--- config.mk ---
export PLATFORM = sky130hd
export DESIGN_NAME = dm_cache_ctrl
export DESIGN_NICKNAME = d
export VERILOG_FILES = /design/src/rtl/dm_cache_pkg.sv /design/src/rtl/dm_cache_array.sv /design/src/rtl/dm_cache_ctrl.sv
export SDC_FILE = /design/constraint.sdc
export NUM_CORES = 1
export LEC_CHECK = 0
export ABC_AREA = 1
export ABC_CLOCK_PERIOD_IN_PS = 2400
export CORE_ASPECT_RATIO = 1.2
export CORE_MARGIN = 4
export CORE_UTILIZATION = 50
export CTS_CLUSTER_SIZE = 40
export DETAILED_ROUTE_END_ITERATION = 7
export GPL_ROUTABILITY_DRIVEN = 0
export PLACE_DENSITY = 0.71
export RECOVER_POWER = 25
export SETUP_SLACK_MARGIN = 0.3
export SYNTH_ARGS = -nofsm -noshare
export SYNTH_HDL_FRONTEND = slang
export SYNTH_SLANG_ARGS = --single-unit
--- constraint.sdc ---
create_clock -name clk -period 2.4 [get_ports clk]
set_input_delay 0.48 -clock clk [delete_from_list [all_inputs] [get_ports clk]]
set_output_delay 0.48 -clock clk [all_outputs]
set_load 0.005 [all_outputs]
--- src/rtl/dm_cache_pkg.sv ---
// rtl/dm_cache_pkg.sv - shared state encoding and address-split helpers for the direct-mapped cache
package dm_cache_pkg;

  typedef enum logic [1:0] {IDLE, WB, FILL, RESP} state_t;

  // Helpers operate on a zero-extended address; callers size-cast the result.
  function automatic logic [31:0] index_of(input logic [31:0] addr, input int unsigned index_w);
    return addr & ((32'd1 << index_w) - 32'd1);
  endfunction

  function automatic logic [31:0] tag_of(input logic [31:0] addr, input int unsigned index_w);
    return addr >> index_w;
  endfunction

endpackage

--- src/rtl/dm_cache_array.sv ---
// rtl/dm_cache_array.sv - line storage {valid, dirty, tag, data}: sync write, comb read, bulk valid clear
module dm_cache_array #(
  parameter int DATA_W  = 8,
  parameter int TAG_W   = 4,
  parameter int INDEX_W = 4
) (
  input  logic               clk,
  input  logic               rst,
  input  logic [INDEX_W-1:0] idx,
  input  logic               we,
  input  logic               wdirty,
  input  logic [TAG_W-1:0]   wtag,
  input  logic [DATA_W-1:0]  wdata,
  output logic               rvalid,
  output logic               rdirty,
  output logic [TAG_W-1:0]   rtag,
  output logic [DATA_W-1:0]  rdata
);
  import dm_cache_pkg::*;

  localparam int LINES = 1 << INDEX_W;

  logic [LINES-1:0]  valid_q;
  logic [LINES-1:0]  dirty_q;
  logic [TAG_W-1:0]  tag_q  [LINES];
  logic [DATA_W-1:0] data_q [LINES];

  // Only the state bits are reset; tag and data are meaningless while invalid.
  always_ff @(posedge clk) begin
    if (rst) begin
      valid_q <= '0;
      dirty_q <= '0;
    end else if (we) begin
      valid_q[idx] <= 1'b1;
      dirty_q[idx] <= wdirty;
    end
  end

  always_ff @(posedge clk) begin
    if (we) begin
      tag_q[idx]  <= wtag;
      data_q[idx] <= wdata;
    end
  end

  assign rvalid = valid_q[idx];
  assign rdirty = dirty_q[idx];
  assign rtag   = tag_q[idx];
  assign rdata  = data_q[idx];

endmodule

--- src/rtl/dm_cache_ctrl.sv ---
// rtl/dm_cache_ctrl.sv - direct-mapped write-back cache with miss FSM; DM_CACHE_STATS_EN adds hit/miss counters
module dm_cache_ctrl #(
  parameter int DATA_W  = 8,
  parameter int ADDR_W  = 8,
  parameter int INDEX_W = 4
) (
  input  logic              clk,
  input  logic              rst,
  input  logic              cpu_req,
  input  logic              cpu_we,
  input  logic [ADDR_W-1:0] cpu_addr,
  input  logic [DATA_W-1:0] cpu_wdata,
  output logic [DATA_W-1:0] cpu_rdata,
  output logic              cpu_ack,
  output logic              mem_req,
  output logic              mem_we,
  output logic [ADDR_W-1:0] mem_addr,
  output logic [DATA_W-1:0] mem_wdata,
  input  logic [DATA_W-1:0] mem_rdata,
  input  logic              mem_ack
`ifdef DM_CACHE_STATS_EN
  ,
  output logic [15:0]       hit_cnt,
  output logic [15:0]       miss_cnt
`endif
);
  import dm_cache_pkg::*;

  localparam int TAG_W = ADDR_W - INDEX_W;

  state_t              state_q, state_d;
  logic                ack_d;
  logic [DATA_W-1:0]   rdata_d;
  logic [INDEX_W-1:0]  idx;
  logic [TAG_W-1:0]    tag;
  logic                line_valid, line_dirty;
  logic [TAG_W-1:0]    line_tag;
  logic [DATA_W-1:0]   line_data;
  logic                hit, accept;
  logic                arr_we, arr_dirty;
  logic [DATA_W-1:0]   arr_data;

  assign idx = INDEX_W'(index_of(32'(cpu_addr), INDEX_W));
  assign tag = TAG_W'(tag_of(32'(cpu_addr), INDEX_W));
  assign hit = line_valid && (line_tag == tag);
  // The ack cycle itself is the mandatory idle gap before the next accept.
  assign accept = (state_q == IDLE) && cpu_req && !cpu_ack;

  dm_cache_array #(
    .DATA_W  (DATA_W),
    .TAG_W   (TAG_W),
    .INDEX_W (INDEX_W)
  ) u_array (
    .clk    (clk),
    .rst    (rst),
    .idx    (idx),
    .we     (arr_we),
    .wdirty (arr_dirty),
    .wtag   (tag),
    .wdata  (arr_data),
    .rvalid (line_valid),
    .rdirty (line_dirty),
    .rtag   (line_tag),
    .rdata  (line_data)
  );

  always_ff @(posedge clk) begin
    if (rst) begin
      state_q   <= IDLE;
      cpu_ack   <= 1'b0;
      cpu_rdata <= '0;
    end else begin
      state_q   <= state_d;
      cpu_ack   <= ack_d;
      cpu_rdata <= rdata_d;
    end
  end

  always_comb begin
    state_d   = state_q;
    ack_d     = 1'b0;
    rdata_d   = cpu_rdata;
    arr_we    = 1'b0;
    arr_dirty = 1'b0;
    arr_data  = cpu_wdata;
    mem_req   = 1'b0;
    mem_we    = 1'b0;
    mem_addr  = '0;
    mem_wdata = '0;
    case (state_q)
      IDLE: begin
        if (accept) begin
          if (hit) begin
            ack_d = 1'b1;
            if (cpu_we) begin
              arr_we    = 1'b1;
              arr_dirty = 1'b1;
            end else begin
              rdata_d = line_data;
            end
          end else if (line_valid && line_dirty) begin
            state_d = WB;
          end else begin
            state_d = FILL;
          end
        end
      end
      WB: begin
        mem_req   = 1'b1;
        mem_we    = 1'b1;
        mem_addr  = {line_tag, idx};
        mem_wdata = line_data;
        if (mem_ack) state_d = FILL;
      end
      FILL: begin
        mem_req  = 1'b1;
        mem_addr = cpu_addr;
        if (mem_ack) begin
          arr_we   = 1'b1;
          arr_data = mem_rdata;
          state_d  = RESP;
        end
      end
      RESP: begin
        // Line is now guaranteed to hit; replay the access against it.
        ack_d   = 1'b1;
        state_d = IDLE;
        if (cpu_we) begin
          arr_we    = 1'b1;
          arr_dirty = 1'b1;
        end else begin
          rdata_d = line_data;
        end
      end
      default: state_d = IDLE;
    endcase
  end

`ifdef DM_CACHE_STATS_EN
  always_ff @(posedge clk) begin
    if (rst) begin
      hit_cnt  <= '0;
      miss_cnt <= '0;
    end else if (accept) begin
      if (hit && hit_cnt != 16'hFFFF)    hit_cnt  <= hit_cnt + 16'd1;
      if (!hit && miss_cnt != 16'hFFFF)  miss_cnt <= miss_cnt + 16'd1;
    end
  end
`endif

endmodule

* Word-level counts from Yosys, hierarchy flattened
Memories as Yosys holds them, arrays and structs flattened.
Index checks and enable logic that the tools add are counted.
** Storage, ports and cells
- Bits in writable memories :: 192
- Latch bits :: 0
- Word-level logic and storage cells :: 64
- Bits in read-only memories :: 0
- Memories kept :: 2
- Bits in registers :: 43
** Operators by class
- Mux-type cells :: 34
- $lt $le $gt $ge :: 2
- Reduce and logical (&&, ||, !) cells :: 11
- Multipliers :: 0
- Shift-type cells :: 0
- Div/mod/pow operators :: 0
- Eq/ne operators :: 9
- Bitwise gates (word level) :: 1
- Add/sub/neg operators :: 0
** Memory list
- u_array.data_q :: words 16, bits a word 8, read ports 1, clocked after memory_dff 0, wr ports 1, RTL line dm_cache_array.sv:26 : logic [DATA_W-1:0] data_q [LINES];
- u_array.tag_q :: words 16, bits a word 4, read ports 1, clocked after memory_dff 0, wr ports 1, RTL line dm_cache_array.sv:25 : logic [TAG_W-1:0] tag_q [LINES];
** Operator list (number)
- 8-bit two-way mux :: 6
- 8-bit case mux with 2 select lines :: 2
- 16-bit bitwise mux :: 1
- 16-bit bitwise OR :: 1
- 1-bit two-way mux :: 13
- 2-bit two-way mux :: 5
- 2-bit != test, second input constant :: 5
- 1-bit binary-select mux with 4-bit select :: 2
- 2-bit case mux with 4 select lines :: 1
- 1-bit logical AND :: 5
- 4-bit by 5-bit < comparator with 1-bit output, second input constant :: 1
- 1-bit demux with 4-bit select :: 1
- 2-bit == test, second input constant :: 2
- 4-bit == test :: 1
- 4-bit by 1-bit greater-or-equal comparator with 1-bit output, second input constant :: 1
- 1-bit case mux with 2 select lines :: 2
- 4-bit AND reduction :: 1
- 1-bit case mux with 3 select lines :: 1
- 3-bit AND reduction :: 1
- 2-bit by 1-bit == test with 1-bit output, second input constant :: 1
- 2-bit zero test :: 1
- 2-bit nonzero test :: 1
- 2-bit OR reduction :: 1
- 1-bit zero test :: 1

* Longest topological paths before layout
Gate-level depths: netlist of the first run.
- Depth after elaboration :: 8
- Gate-level depth with buffers :: 21
- Gate-level depth less buffers :: 18

* Cells and area by module
Synthesis of the first run repeated with hierarchy kept, for this count alone.
** Second synthesis, totals
- Cells, all modules :: 1200
- Area, all modules :: 10602.7 um2
** By module, submodules not included
- dm_cache_array :: instances 1, seq. area each 6406.1 um2, area each 9514.1 um2, cells an instance 1014
- dm_cache_ctrl :: instances 1, seq. area each 220.2 um2, area each 1088.5 um2, cells an instance 186

* Least setup slack after synthesis of the first run
No wires, ideal clock.
- Kind :: input to register
- Start point :: input port cpu_addr[1]
- End point :: memory u_array.data_q[0][0] (enable)
- Setup slack :: -0.148 ns
- Setup time :: 0.344 ns
- Arrival time :: 2.204 ns
- Stages :: 18
- Cells stage by stage :: buf_6 -> inv_6 -> nand2_2 -> buf_6 -> nor2_1 -> a21oi_1 -> nand2_1 -> nand2_1 -> nand2_1 -> inv_2 -> nand2_1 -> nand2_1 -> nor2_4 -> nand4_4 -> nand2_4 -> buf_12 -> nand3_4 -> inv_1
** Between the ends
- Longest elaborated chain between the ends :: 8
- Elaborated cells between the ends (all ways) :: 10
** Ends and longest elaborated chain
- start: declaration :: RTL line dm_cache_ctrl.sv:11 : input logic [ADDR_W-1:0] cpu_addr,
- memory 16 x 4 bit or 1-bit binary-select mux with 4-bit select (tied branches)
- 4-bit == test or 1-bit two-way mux (tied branches) :: RTL line dm_cache_ctrl.sv:45, dm_cache_array.sv:46
- 1-bit logical AND :: RTL line dm_cache_ctrl.sv:45 : assign hit = line_valid && (line_tag == tag);
- 1-bit two-way mux :: RTL line dm_cache_ctrl.sv:93 : if (hit) begin
- 1-bit two-way mux :: RTL line dm_cache_ctrl.sv:92 : if (accept) begin
- 1-bit case mux with 3 select lines :: RTL line dm_cache_ctrl.sv:90 : case (state_q)
- 1-bit two-way mux :: RTL line dm_cache_array.sv:40 : if (we) begin
- 1-bit two-way mux (implied by the code) :: RTL line dm_cache_array.sv:42 : data_q[idx] <= wdata;
- end: declaration :: RTL line dm_cache_array.sv:26
Parallel ways exist; a longest one is shown, timed or not. The select of a mux whose other input is x is not followed.

* Worst setup path in the final report of the first run
- Start point :: input port cpu_addr[0]
- End point :: memory u_array.tag_q[5][3] (enable)
** Between the ends
- Longest elaborated chain between the ends :: 8
- Elaborated cells between the ends (all ways) :: 10
** Ends and longest elaborated chain
- memory 16 x 4 bit or 1-bit binary-select mux with 4-bit select (tied branches)
- 4-bit == test or 1-bit two-way mux (tied branches) :: RTL line dm_cache_ctrl.sv:45, dm_cache_array.sv:46
- 1-bit logical AND :: RTL line dm_cache_ctrl.sv:45
- 1-bit two-way mux :: RTL line dm_cache_ctrl.sv:93
- 1-bit two-way mux :: RTL line dm_cache_ctrl.sv:92
- 1-bit case mux with 3 select lines :: RTL line dm_cache_ctrl.sv:90
- 1-bit two-way mux :: RTL line dm_cache_array.sv:40
- 1-bit two-way mux (implied by the code) :: RTL line dm_cache_array.sv:41 : tag_q[idx] <= wtag;
- end: declaration :: RTL line dm_cache_array.sv:25
Parallel ways exist; a longest one is shown, timed or not. The select of a mux whose other input is x is not followed.

==> impl_metrics.csv, run 1 <==
group,metric,value,unit
outcome,outcome,"finished, violations left",
outcome,violations,"setup timing",
global_route,grt_max_degree,27,
clock_network,cts_root_buf,"clkbuf_16",
worst_setup_path,cp_max_fo,6,
logic_synthesis,netlist_area,10000,um2
finish,n_fill_cell,1260,
routing,via_per_inst,5.60,
power,p_per_area,789,nW/um2
power,clkPwrFrac,0.314,
die,num_rows,56,
clock_network,cts_sinks,235,
sta,max_freq,395,MHz
die,fp.dieArea,22400,um2
logic_synthesis,syn_nets,948,
worst_setup_path,startpoint_type,"input pin",
worst_setup_path,crit_type,"input pin to register",
global_route,grt_pass1_wl,44000,um
sta,skew,16.5,ps
job,maxCapViolCount,0,
finish,drive_gt1_frac,0.392,
clock_network,cts_tree,"yes",
power,power_leakage,5.46,nW
placement,dpl.hpwl,16500,um
logic_synthesis,synth_seq_area_share,0.661,
global_route,track_usage,0.262,
finish,layout_common_cells,"nand2_1, edfxtp_1, nor2_1",
clock_network,cts.path.max_buffers,3,
routing,drc,0,
clock_network,numCtsBuffers,23,
finish,diodes,0,
hold_path,hold_path.class,"register to register",
routing,wirelength,30000,um
finish,nets,1163,
worst_setup_path,endpoint_kind,"register",
global_route,first_global_vias,7900,
logic_synthesis,async_flop_share,0,
die,num_io_pins,56,
sta,setup_viol,207,
global_route,grt_overflow,0,
finish,area_growth,42.1,%
worst_setup_path,crit_chain,"buf_12 > buf_12 > buf_6 > nor2_4 > buf_12 > buf_6 > nand2_4 > nand2_2 > o21ai_2 > nand2_2 > nor2_1 > nand2_1 > nand2_2 > nor2_4 > nand4_4 > nand2_8 > buf_8 > nand3_4 > clkinvlp_4",
sta,slew_headroom,0.552,
routing,drtIter0Drc,690,
sta,slew_viol_final,0,
sta,period_needed,2530,ps
die,initial_core_util,0.511,
sta,worstMarginPinSlew,672,ps
sta,hold_viol_final,0,
logic_synthesis,postSynthAreaPerCell,11.0,um2
logic_synthesis,synth_cell_types,35,
die,core-area,19600,um2
power,combinationalPowerShare,0.267,
global_route,antenna_found_initial,0,
routing,vias,7868,
clock_network,cts_htree_levels,1,
worst_setup_path,critical-path-max-stage-delay,240,ps
die,die_y,163,um
die,fp.dieW,137,um
routing,dr.pass1.iters,5,
routing,ant_nets,0,
power,netSwitchingFraction,0.288,
finish,layout_commonest_cell,"nand2_1",
clock_network,clkSlewWorstSetupHoldPaths,60,ps
worst_setup_path,worstPathArrival,2730,ps
clock_network,cts_hold_buf,0,
logic_synthesis,synth-main-ff-cell,"edfxtp_1",
clock_network,insertion_delay,520,ps
routing,routedWlPerCell,21.3,um
sta,rsz0062_at_grt,"true",
sta,fin_ws,-131,ps
logic_synthesis,synth-seq-cells,235,
worst_setup_path,r2r_cells,14,
power,p_sw,3.23,mW
worst_setup_path,slowest_stage,"clkinvlp_4",
worst_setup_path,cp_data_required_time,2600,ps
logic_synthesis,ys_warn_count,0,
power,finalPower,11.2,mW
power,p_seq_frac,0.419,
hold_path,min_path_cells,2,
placement,port_buffers,55,
logic_synthesis,synthCells,914,
logic_synthesis,synth_edf_count,192,
sta,final.period_utilization,1.05,
power,peakVddDrop,740,uV
power,p_int,8.01,mW
placement,pre_cts_slack,-846,ps
-- flip-flops by register name (all words and copies together) (netlist names) --
signal           flops
state_q              2
u_array.data_q     128
u_array.dirty_q     16
u_array.valid_q     16
cpu_rdata            8
cpu_ack              1
u_array.tag_q       64
-- logic make-up (layout without fill, tap and decap cells) --
logic type,after synthesis,in the layout,synth area share
AOI/OAI and AO/OA,149,149,0.0947
adders and majority gates,5,5,0.00624
DFF,235,235,0.661
and+or+nand+nor,392,392,0.172
muxes,8,8,0.00899
buffers and inverters,125,356,0.0568
-- synthesized netlist by cell type (all sizes together) (8+ instances only) --
| master | number | area share |
|---|---|---|
| or2 | 8 | 0.0050 |
| nand3 | 32 | 0.028 |
| nand2 | 263 | 0.10 |
| a21oi | 46 | 0.024 |
| a22oi | 65 | 0.049 |
| clkbuf | 17 | 0.0064 |
| o21ai | 18 | 0.0090 |
| a31oi | 8 | 0.0050 |
| inv | 86 | 0.033 |
| edfxtp | 192 | 0.58 |
| buf | 21 | 0.017 |
| o22ai | 8 | 0.0050 |
| mux2 | 8 | 0.0090 |
| nor2 | 82 | 0.034 |
| dfxtp | 43 | 0.086 |
-- critical path: cells and delay by family --
| family | cells | cell delay (ps) |
|---|---|---|
| simple gates | 11 | 1190 |
| buf+inv | 7 | 990 |
| compound gates | 1 | 60 |
-- metal layers --
layer / track usage / up-vias / wire length, um
met5: 0 / - / 0
met4: 0.105 / 0 / 1280
met3: 0.0407 / 92 / 2050
met2: 0.463 / 386 / 15400
met1: 0.320 / 3824 / 11300
li1: - / 3566 / -
-- path summary, 6_finish.rpt --
kind | from | end | slack, ps
worst min register to register | u_array.valid_q[1] | u_array.valid_q[1] | 470
worst max register to register | u_array.tag_q[0][0] | u_array.tag_q[5][3] | 0
worst min-delay path | u_array.valid_q[1] | u_array.valid_q[1] | 470
worst max-delay path | cpu_addr[0] | u_array.tag_q[5][3] | -130
-- power groups by stage --
stage / clock network [mW] / registers (mW) / logic [mW]
after floorplan: 0 / 4.77 / 1.04
after global placement: 0 / 4.77 / 1.99
after detailed placement: 0 / 4.77 / 2.01
after CTS: 3.56 / 4.70 / 2.59
after global routing: 3.74 / 4.72 / 3.19
final: 3.53 / 4.71 / 3.01
-- through the flow --
step           hold WS [ps]   util  cells  instance area, um2  TNS [ps]
3_5_place_dp            443  0.608   1308               11900   -191050
2_1_floorplan           430      -    914               10100     -1140
5_1_grt                 491  0.726   1406               14200    -31110
3_3_place_gp            437  0.608   1308               11900   -184020
4_1_cts                 453  0.702   1399               13800     -1360
6_report                471  0.726   1406               14200    -10190
-- repair_timing --
| action | CTS | global route |
|---|---|---|
| resized for setup | 271 | 122 |
| pin swaps | 63 | 62 |
| buffers inserted | 37 | 6 |
| cloned | 13 | 1 |
| setup endpoints to repair | 253 | 253 |
-- area by class of cell --
type | count | area (um2) | area share
clock buffer | 25 | 593 | 0.0416
inverter | 87 | 465 | 0.0327
timing repair buffer | 221 | 2430 | 0.171
tap | 261 | 327 | 0.0229
multi-input combinational | 554 | 3580 | 0.251
timing repair inverter | 7 | 71.3 | 0.00500
clock inverter | 16 | 144 | 0.0101
sequential | 235 | 6630 | 0.466
Power figures use the tool's default switching activity.
==> inputs of run 2 (changes only) <==
PLACE_DENSITY = 0.69   (was 0.71)
==> run 2 against run 1 <==
- the run still ends with setup timing left
- flip-flop and latch count unchanged
- clock power increased by 6.5%
- sequential power increased by 0.8%
- first-iteration DRC count increased by 37%
- critical path depth decreased by 4
- count of clock-buffer cells in the layout increased by 1
==> impl_metrics.csv, run 2 (synthesis gave the netlist of run 1 again) <==
group,metric,value,unit
routing,drtIter0Drc,945,
sta,worstMarginPinSlew,800,ps
sta,setup_viol,197,
clock_network,cts_htree_levels,1,
placement,pre_cts_slack,-826,ps
sta,fin_ws,-186,ps
sta,skew,14.3,ps
global_route,track_usage,0.276,
routing,via_per_inst,5.76,
power,power_leakage,5.67,nW
finish,layout_common_cells,"nand2_1, edfxtp_1, buf_4",
die,fp.dieW,137,um
routing,dr.pass1.iters,5,
finish,layout_commonest_cell,"nand2_1",
clock_network,cts_tree,"yes",
global_route,grt_pass1_wl,46400,um
placement,post_dp_cell_area,11900,um2
clock_network,numCtsBuffers,24,
global_route,first_global_vias,8150,
global_route,grt_overflow,0,
finish,reg_top3,"u_array.data_q (128), u_array.tag_q (64)",
die,fp.dieArea,22400,um2
routing,ant_nets,0,
die,die_y,163,um
clock_network,cts.path.max_buffers,3,
sta,rsz0062_at_grt,"true",
finish,nets,1198,
sta,final.period_utilization,1.08,
routing,routedWlPerCell,23.4,um
global_route,grt_max_degree,27,
power,peakVddDrop,812,uV
job,maxCapViolCount,0,
worst_setup_path,endpoint_kind,"output pin",
clock_network,insertion_delay,530,ps
power,finalPower,11.9,mW
die,num_io_pins,56,
worst_setup_path,worstPathArrival,2110,ps
placement,port_buffers,55,
routing,drc,0,
finish,top_register,"u_array.data_q",
sta,fin_setup_tns,-16020,ps
finish,diodes,0,
sta,slew_headroom,0.467,
outcome,violations,"setup timing",
placement,dpl.hpwl,16900,um
worst_setup_path,startpoint_type,"input pin",
global_route,antenna_found_initial,0,
worst_setup_path,crit_type,"input pin to output pin",
power,p_per_area,800,nW/um2
outcome,outcome,"finished, violations left",
die,initial_core_util,0.511,
hold_path,hold_path.class,"register to register",
finish,drive_gt1_frac,0.430,
clock_network,cts_root_buf,"clkbuf_16",
routing,vias,8314,
worst_setup_path,cp_data_required_time,1920,ps
sta,slew_viol_final,0,
sta,max_freq,387,MHz
routing,wirelength,33700,um
worst_setup_path,cp_max_fo,6,
sta,hold_viol_final,0,
finish,stdcell_area,14800,um2
finish,area_growth,48.1,%
clock_network,clkSlewWorstSetupHoldPaths,60,ps
finish,largest_reg_flops,128,
sta,period_needed,2590,ps
die,core-area,19600,um2
die,num_rows,56,
clock_network,cts_sinks,235,
run 2: power breakdown:
| part | total [mW] | switching [mW] | internal [mW] |
|---|---|---|---|
| sequential | 4.75 | 0.104 | 4.65 |
| combinational | 3.36 | 1.79 | 1.57 |
| clock | 3.76 | 1.58 | 2.18 |
run 2: per-stage QoR:
step	hold WS, ps	util	cells
after floorplan	430	-	914
after global placement	439	0.608	1313
after detailed placement	441	0.608	1313
after CTS	451	0.718	1427
after global routing	479	0.757	1443
final	462	0.757	1443
run 2: layer usage:
layer  GRT usage  vias up  part of all wire
met3      0.0542      157             0.074
met2       0.475      427              0.50
met4       0.149        0             0.068
met5           0        -                 0
li1            -     3662                 -
met1       0.324     4068              0.35
run 2: timing repair:
item                       in CTS  in global routing
buffers inserted               55                 13
hold buffers                    0                  0
setup endpoints to repair     253                253
gates resized for setup       265                177
pin swaps                      69                 80
cloned                         15                  3
run 2: cell type report:
| class | count | area, um2 |
|---|---|---|
| Sequential cell | 235 | 6630 |
| Fill cell | 1097 | 4770 |
| Multi-Input combinational cell | 554 | 3710 |
| Timing Repair Buffer | 255 | 2840 |
| Clock buffer | 26 | 618 |
| Inverter | 87 | 485 |
| Tap cell | 261 | 327 |
| Clock inverter | 18 | 168 |
| Timing Repair inverter | 7 | 62.6 |
run 2: worst max-delay path: stages:
cell and delay (ps):
buf_6 70, buf_12 100, buf_8 100, inv_8 30
buf_6 110, nand2_8 90, clkinv_8 90, buf_16 160
buf_6 110, a22oi_2 120, a21oi_1 80, or2_4 240
inv_4 70, a31oi_4 90, buf_2 140
run 2: final timing paths:
path                            slack, ps                 start              endpoint  cells after the start
worst min register to register        460    u_array.valid_q[1]    u_array.valid_q[1]                      2
worst max-delay path                 -190           cpu_addr[1]          mem_wdata[7]                     15
worst max register to register        -50  u_array.tag_q[10][2]  u_array.data_q[8][0]                     19
worst min-delay path                  460    u_array.valid_q[1]    u_array.valid_q[1]                      2
==> inputs of run 3 (changes only) <==
CAP_MARGIN = 15   (was default)
==> results of run 3 <==
No change in the layout: final DEF, timing and power equal those of run 2.
